**config.mk**
```make
export PLATFORM = sky130hd
export DESIGN_NAME = g_scan_ctrl
export DESIGN_NICKNAME = d
export VERILOG_FILES = /design/src/rtl/g_scan_ctrl.sv
export SDC_FILE = /design/constraint.sdc
export NUM_CORES = 1
export LEC_CHECK = 0
export CAP_MARGIN = 20
export CELL_PAD_IN_SITES_DETAIL_PLACEMENT = 1
export CELL_PAD_IN_SITES_GLOBAL_PLACEMENT = 1
export CORE_UTILIZATION = 40
export CTS_CLUSTER_SIZE = 14
export DETAILED_ROUTE_END_ITERATION = 10
export GPL_ROUTABILITY_DRIVEN = 0
export PLACE_DENSITY = 0.75
export SYNTH_ARGS = -nofsm -noshare
export SYNTH_HDL_FRONTEND = slang
export SYNTH_SLANG_ARGS = --single-unit
```
**constraint.sdc**
```tcl
create_clock -name clk -period 4.5 [get_ports clk]
set_clock_uncertainty 0.15 [all_clocks]
set_input_delay 0.9 -clock clk [delete_from_list [all_inputs] [get_ports clk]]
set_output_delay 0.9 -clock clk [all_outputs]
set_load 0.02 [all_outputs]
```
**src/rtl/g_scan_ctrl.sv**
```systemverilog
// g_scan_ctrl: rasters signed (m,n) into the fixed-latency G pipeline and streams realigned G samples.
// Optional macro G_SCAN_CONJ_EN adds a conj input that negates g_im (saturating) for back-propagation.
module g_scan_ctrl #(
    parameter int HALF       = 256,
    parameter int LAT        = 5,
    parameter int FIFO_DEPTH = 8
) (
    input  logic               clk,
    input  logic               rst,
    input  logic               start,
    input  logic [31:0]        zparam_in,
`ifdef G_SCAN_CONJ_EN
    input  logic               conj,
`endif
    output logic               busy,
    output logic               done,
    output logic signed [9:0]  m_out,
    output logic signed [9:0]  n_out,
    output logic [31:0]        zparam_out,
    input  logic [15:0]        G_re_in,
    input  logic [15:0]        G_im_in,
    output logic               g_valid,
    input  logic               g_ready,
    output logic [15:0]        g_re,
    output logic [15:0]        g_im,
    output logic               g_last
);

    localparam int unsigned AW = (FIFO_DEPTH > 1) ? $clog2(FIFO_DEPTH) : 1;
    localparam int unsigned CW = AW + 1;
    localparam int unsigned SW = CW + 1;

    localparam logic [1:0] S_IDLE  = 2'd0;
    localparam logic [1:0] S_SCAN  = 2'd1;
    localparam logic [1:0] S_DRAIN = 2'd2;

    localparam logic signed [9:0] IDX_MIN = 10'(-HALF);
    localparam logic signed [9:0] IDX_MAX = 10'(HALF - 1);

    logic [1:0]    state, state_nxt;
    logic          issue_c, last_c, push_c, pop_c, credit_c, done_nxt;
    logic [CW-1:0] in_flight, fifo_count;
    logic [AW-1:0] wr_ptr, rd_ptr;
    logic [32:0]   mem [FIFO_DEPTH];
    logic [LAT-1:0] tag_vld, tag_last;
    logic [15:0]   push_im_c;
    logic          head_last;

    // Credit covers both in-flight pipeline samples and FIFO occupancy, so the FIFO cannot overflow.
    always_comb begin
        state_nxt = state;
        issue_c   = 1'b0;
        last_c    = 1'b0;
        done_nxt  = 1'b0;
        push_c    = tag_vld[LAT-1];
        pop_c     = (fifo_count != '0) && g_ready;
        credit_c  = (SW'(in_flight) + SW'(fifo_count)) < SW'(FIFO_DEPTH);
        case (state)
            S_IDLE: begin
                if (start) state_nxt = S_SCAN;
            end
            S_SCAN: begin
                if (credit_c) begin
                    issue_c = 1'b1;
                    last_c  = (m_out == IDX_MAX) && (n_out == IDX_MAX);
                    if (last_c) state_nxt = S_DRAIN;
                end
            end
            S_DRAIN: begin
                // Look ahead one pop so done lands in the cycle right after the last sample leaves.
                if ((in_flight == '0) &&
                    ((fifo_count == '0) || ((fifo_count == CW'(1)) && pop_c))) begin
                    done_nxt  = 1'b1;
                    state_nxt = S_IDLE;
                end
            end
            default: state_nxt = S_IDLE;
        endcase
    end

    always_ff @(posedge clk or posedge rst) begin
        if (rst) begin
            state      <= S_IDLE;
            busy       <= 1'b0;
            done       <= 1'b0;
            m_out      <= '0;
            n_out      <= '0;
            zparam_out <= '0;
            in_flight  <= '0;
            fifo_count <= '0;
            wr_ptr     <= '0;
            rd_ptr     <= '0;
            tag_vld    <= '0;
            tag_last   <= '0;
        end else begin
            state <= state_nxt;
            busy  <= (state_nxt != S_IDLE);
            done  <= done_nxt;

            // Raster: n inner; the final coordinate is held after issue.
            if ((state == S_IDLE) && start) begin
                zparam_out <= zparam_in;
                m_out      <= IDX_MIN;
                n_out      <= IDX_MIN;
            end else if (issue_c && !last_c) begin
                if (n_out == IDX_MAX) begin
                    n_out <= IDX_MIN;
                    m_out <= m_out + 10'sd1;
                end else begin
                    n_out <= n_out + 10'sd1;
                end
            end

            tag_vld[0]  <= issue_c;
            tag_last[0] <= issue_c & last_c;
            for (int i = 1; i < LAT; i++) begin
                tag_vld[i]  <= tag_vld[i-1];
                tag_last[i] <= tag_last[i-1];
            end

            case ({issue_c, push_c})
                2'b10:   in_flight <= in_flight + CW'(1);
                2'b01:   in_flight <= in_flight - CW'(1);
                default: in_flight <= in_flight;
            endcase

            case ({push_c, pop_c})
                2'b10:   fifo_count <= fifo_count + CW'(1);
                2'b01:   fifo_count <= fifo_count - CW'(1);
                default: fifo_count <= fifo_count;
            endcase

            if (push_c) wr_ptr <= wr_ptr + AW'(1);
            if (pop_c)  rd_ptr <= rd_ptr + AW'(1);
        end
    end

`ifdef G_SCAN_CONJ_EN
    logic conj_q;

    always_ff @(posedge clk or posedge rst) begin
        if (rst)                           conj_q <= 1'b0;
        else if ((state == S_IDLE) && start) conj_q <= conj;
    end

    // Saturating negate: -(-32768) clips to +32767.
    always_comb begin
        push_im_c = G_im_in;
        if (conj_q) push_im_c = (G_im_in == 16'h8000) ? 16'h7FFF : 16'(16'h0000 - G_im_in);
    end
`else
    always_comb begin
        push_im_c = G_im_in;
    end
`endif

    always_ff @(posedge clk) begin
        if (push_c) mem[wr_ptr] <= {tag_last[LAT-1], G_re_in, push_im_c};
    end

    assign g_valid = (fifo_count != '0);
    assign {head_last, g_re, g_im} = mem[rd_ptr];
    assign g_last  = g_valid & head_last;

endmodule

```
Word-level counts from Yosys, hierarchy flattened
Memories as Yosys holds them, arrays and structs flattened.
Index checks and enable logic that the tools add are counted.
Widths: inputs -> output; s select.
{"block": "classes", "addsub": 9, "magnitude_cmp": 1, "n_eq_ne": 9, "n_mux": 21, "n_bitwise": 2, "n_reduce_logical": 18}
{"operator": "$mux 10", "count": 6}
{"operator": "$add 10x2->10 const B", "count": 2}
{"operator": "$eq 10x9->1 const B", "count": 2}
{"operator": "$pmux 4 s2", "count": 2}
{"operator": "$reduce_bool 2->1", "count": 5}
{"operator": "$add 4x1->4 const B", "count": 2}
{"operator": "$logic_not 4->1", "count": 2}
{"operator": "$mux 1", "count": 8}
{"operator": "$mux 2", "count": 4}
{"operator": "$sub 4x1->4 const B", "count": 2}
{"operator": "$add 3x1->3 const B", "count": 2}
{"operator": "$eq 2x1->1 const B", "count": 3}
{"operator": "$eq 2x2->1 const B", "count": 3}
{"operator": "$logic_and 1x1->1", "count": 6}
{"operator": "$pmux 2 s3", "count": 1}
{"operator": "$add 4x4->5", "count": 1}
{"operator": "$lt 5x4->1 const B", "count": 1}
{"operator": "$eq 4x1->1 const B", "count": 1}
{"operator": "$reduce_bool 4->1", "count": 1}
{"operator": "$and 1x1->1", "count": 2}
{"operator": "$logic_not 2->1", "count": 1}
{"operator": "$reduce_and 2->1", "count": 1}
{"operator": "$logic_not 1->1", "count": 1}
{"operator": "$logic_or 1x1->1", "count": 1}
{"block": "totals", "regBits": 80, "ram_bits": 264, "input_bits": 68, "out_inout_bits": 88, "elab_cells": 73, "n_memories": 1}
{"name": "mem", "depth": 8, "width": 33, "rd": 1, "rd_clocked_by_memory_dff": 0, "write_ports": 1, "line_no": "44", "rtl": "logic [32:0] mem [FIFO_DEPTH];"}

Logic depth before layout (Yosys ltp)
{"block": "logic_depth", "depth_word": 8, "depth_mapped": 12}

Least setup slack after synthesis
No wires, ideal clock.
{"block": "synth_path", "path_kind": "register to register", "startpoint": "register wr_ptr[0]", "endpoint": "memory mem[0][0], enable pin", "t_arrival_ps": 2868, "required_time_ps": 3886, "slack_ps": 1018, "stages_incl_launch_ff": 3, "cell_sequence": "dfrtp_1 > nand2b_1 > nor3_1"}
{"item": "from (decl)", "line_no": "43", "rtl": "logic [AW-1:0] wr_ptr, rd_ptr;"}
{"item": "from (signal assigned)", "line_no": "133", "rtl": "if (push_c) wr_ptr <= wr_ptr + AW'(1);"}
{"item": "to (decl)", "line_no": "44"}
No word-level cell before the write port.

Final worst setup path
{"block": "layout_path", "startpoint": "register rd_ptr[0]", "endpoint": "output port g_im[15]"}
{"block": "layout_between", "elab_chain_cells": 1}
{"item": "from (decl)", "line_no": "43"}
{"item": "from (signal assigned)", "line_no": "134", "rtl": "if (pop_c) rd_ptr <= rd_ptr + AW'(1);"}
{"item": "$mem_v2 8x33"}
{"item": "to (decl)", "line_no": "25", "rtl": "output logic [15:0] g_im,"}
Every way passes these cells.

==> summary.md <==
| Metric | Value |
|---|---|
| Outcome | completed |
| Crit end category | output pin |
| Seq. cell area | 9940 µm² |
| Commonest register cell after synthesis | edfxtp_1 |
| Filler cells | 3096 |
| Syn_area_per_cell | 17.8 µm² |
| Critical Path AT | 3.02 ns |
| Post-synth EDFFs | 264 |
| Post-Syn Instances | 763 |
| FF+latch count, synth | 344 |
| Leak | 5.99 nW |
| Clk slew on worst S/H paths | 0.06 ns |
| Most frequent cell after synthesis | edfxtp_1 |
| Ranking of synthesized cells by area | edfxtp_1 (58%), dfrtp_1 (15%), mux4_2 (11%), nand2_1 (3.3%), mux2_2 (2.9%) |
| Max Fanout on Critical Path | 28 |
| Sequential element share of the synthesized area | 0.732 |
| Worst slew pin tran | 0.913 ns |
| Synth cell types | 49 |
| Per-cell routed wire length | 20.6 µm |
| Critical Path Max Stage Delay | 0.80 ns |
| Worst rel slew slack | 0.390 |
| TritonRoute pass-1 iters | 4 |
| Synth Area in Adders | 0.0129 |
| Minimum clock period | 4.07 ns |
| Pint | 7.49 mW |
| Fmax | 246 MHz |
| Core area | 33400 µm² |
| Total negative slack | 0 ns |
| Family with the most delay on the worst path | buffers and inverters |
| CTS tree | built |
| Sequential share of power | 0.400 |
| Post_cts resized | 0 |
| Syn Nets | 845 |
| Tot Pwr | 10.9 mW |
| CTS Buf Count | 37 |
| Io pins | 156 |
| Routed wire length | 29.2 mm |
| Port buffer count | 155 |
| Post-CTS Setup Bufs | 0 |
| Die area | 34700 µm² |
| CTS sink cnt | 344 |
| Slew Viols, Final | 0 |
| WS Path Type | reg2out |
| Initial antenna violation count | 2 |
| Final setup viols | 0 |
| Number of global-route vias before repair | 7891 |
| 1st-iter DRT viols | 296 |
| Syn. warnings | 0 |
| Non-Filler Instances | 1419 |
| CTS Root Buffer Type | clkbuf_16 |
| Worst R2R Setup Slack | 1.71 ns |
| CP cell instances | buf_12 -> mux4_2 -> mux2_2 -> clkdlybuf4s50_1 |
| Critical Path RT | 3.45 ns |
| DR vias | 7329 |
| Post-Synth Simple-Gate Area | 0.0692 |
| Critical Path Start Type | register |
| Clk pwr share | 0.269 |
| Power Dens Cells | 639 nW/µm² |
| RSZ-0062 raised after global routing | false |
| Logic pwr share | 0.331 |
| GRT Resource Usage Total | 0.173 |
| Async S/R FF share, synth | 0.233 |
| Die Y | 186 µm |
| Fin crit share | 0.904 |
| Die width | 186 µm |
| Switching part of the total | 0.310 |
| Post-Synth XOR/XNOR Area | 0.00904 |
| GRT overflow | 0 |
| Placed instance count | 1354 |
| Final Cell Area | 17000 µm² |
| WP buf/inv | 2 |
| # DRC | 0 |
| Share of cells above drive strength 1 | 0.201 |
| Multi-input logic area | 3520 µm² |
| H-tree depth | 2 |
| Top-area cell type share of the netlist area | 0.584 |
| Vias/cell | 5.16 |
| Slowest CP cell | dfrtp_4 |
| DPL Wire Length | 18.5 mm |
| First-pass GRT wire length | 45.4 mm |
| Largest net degree at the start of global routing | 41 |
| Top post-synthesis cells by count | edfxtp_1 (264), nand2_1 (120), dfrtp_1 (80), mux4_2 (66), mux2_2 (35) |
| Compound-gate portion of the synthesized area | 0.0190 |
| Post-synthesis cell area | 13600 µm² |
| Synthesis-to-layout area growth | 25.2% |
| Post-CTS Hold Buffers | 0 |
| Area leader, netlist | edfxtp_1 |
| Maxcap violations | 0 |
| FP Rows | 67 |
| Antenna Nets Post-Route | 0 |
| Hold Path Class | reg2reg |
| Endpoints failing hold | 0 |
| Largest family of logic cells by synthesized area | multiplexers |
| Post-synthesis mux area share | 0.145 |
| Initial Util | 0.406 |
| Clk Latency, worst-skew pair | 0.51 ns |
| # diodes | 0 |
| Placed inst area | 15800 µm² |
| Final net count | 1027 |
| VDD IR-drop max | 0.393 mV |
| Clk buf depth | 3 |
| Psw | 3.36 mW |
-- logic make-up after synthesis --
kind of cell,count (synthesis)
and+or+nand+nor,200
DFF,344
muxes,110
buffers and inverters,43
xor gates and xnor gates,14
AOI/OAI and AO/OA,38
adders and majority gates,14
-- cell usage in the layout (no fill, tap or decap), drive strengths merged, types with 2 or more instances in the layout --
master         synthesis  final
nor3b                  2      2
o21ai                  6      6
nand2b                11     11
bufinv                 0      3
xnor2                  6      6
ha                    14     14
nand3b                 2      2
dfrtp                 80     80
clkdlybuf4s50          0    155
mux4                  66     66
and3                   5      5
or4                    4      4
o31ai                  5      5
edfxtp               264    264
inv                    8      9
nand3                 14     14
nor2                  16     16
a31oi                  2      2
nor4                   7      7
nor3                   6      6
and4                   2      2
o22ai                  3      3
a21oi                  8      8
clkbuf                21     48
mux2                  35     35
buf                   13     22
xor2                   8      8
a21o                   2      2
nand2                120    120
mux2i                  9      9
nand4                  6      6
a211oi                 3      3
clkinv                 1     14
-- power groups by stage --
stage | registers, mW | logic, mW | clock network [mW]
floorplan | 4.32 | 2.20 | 0
global placement | 4.38 | 3.56 | 0
detailed placement | 4.41 | 3.64 | 0
CTS | 4.35 | 3.66 | 3.00
global route | 4.41 | 3.88 | 3.09
finish | 4.34 | 3.59 | 2.92
-- stage by stage --
stage / util / setup WS (ns) / hold WS (ns)
global route: 0.508 / 0.282 / 0.201
detailed placement: 0.472 / 0.897 / 0.186
CTS: 0.508 / 0.356 / 0.200
finish: 0.508 / 0.434 / 0.198
global placement: 0.472 / 0.938 / 0.182
floorplan: - / 1.02 / 0.181
-- worst paths after layout --
kind | from | endpoint | cells after the start
min reg2reg | tag_vld[1] | tag_vld[2] | 0
min | tag_vld[1] | tag_vld[2] | 0
min in group asynchronous | rst | zparam_out[6] | 2
max reg2reg | in_flight[1] | in_flight[2] | 11
max | rd_ptr[0] | g_im[15] | 4
max in group asynchronous | rst | rd_ptr[0] | 3
-- layer usage --
layer	vias up	global-route usage	share of wire
met1	3792	0.227	0.43
met3	38	0.0391	0.056
met2	173	0.297	0.50
li1	3324	-	-
met5	-	0	0.00045
met4	2	0.0298	0.014
-- sequential cells by signal, summed over array words and instances (netlist names) --
name / cells
mem: 264
zparam_out: 32
m_out: 10
n_out: 10
tag_last: 5
tag_vld: 5
fifo_count: 4
in_flight: 4
rd_ptr: 3
wr_ptr: 3
state: 2
busy: 1
done: 1
-- worst register-to-register path: stages, from the launching register on --
cell and delay (ns):
dfrtp_1 0.47, ha_1 0.33, a31oi_1 0.23, o2111ai_1 0.13, buf_4 0.23, ha_1 0.29, xor2_1 0.16, ha_1 0.18
a21oi_1 0.14, xor2_1 0.16, nor2_1 0.07, xor2_1 0.14
-- area by class of cell --
type,count,area share
Tap cell,448,0.0330
Sequential cell,344,0.585
Multi-Input combinational cell,376,0.208
Inverter,9,0.00206
Clock inverter,17,0.0108
Timing Repair Buffer,177,0.103
Clock buffer,48,0.0587
Note: power is estimated with default switching activity, not from simulation.
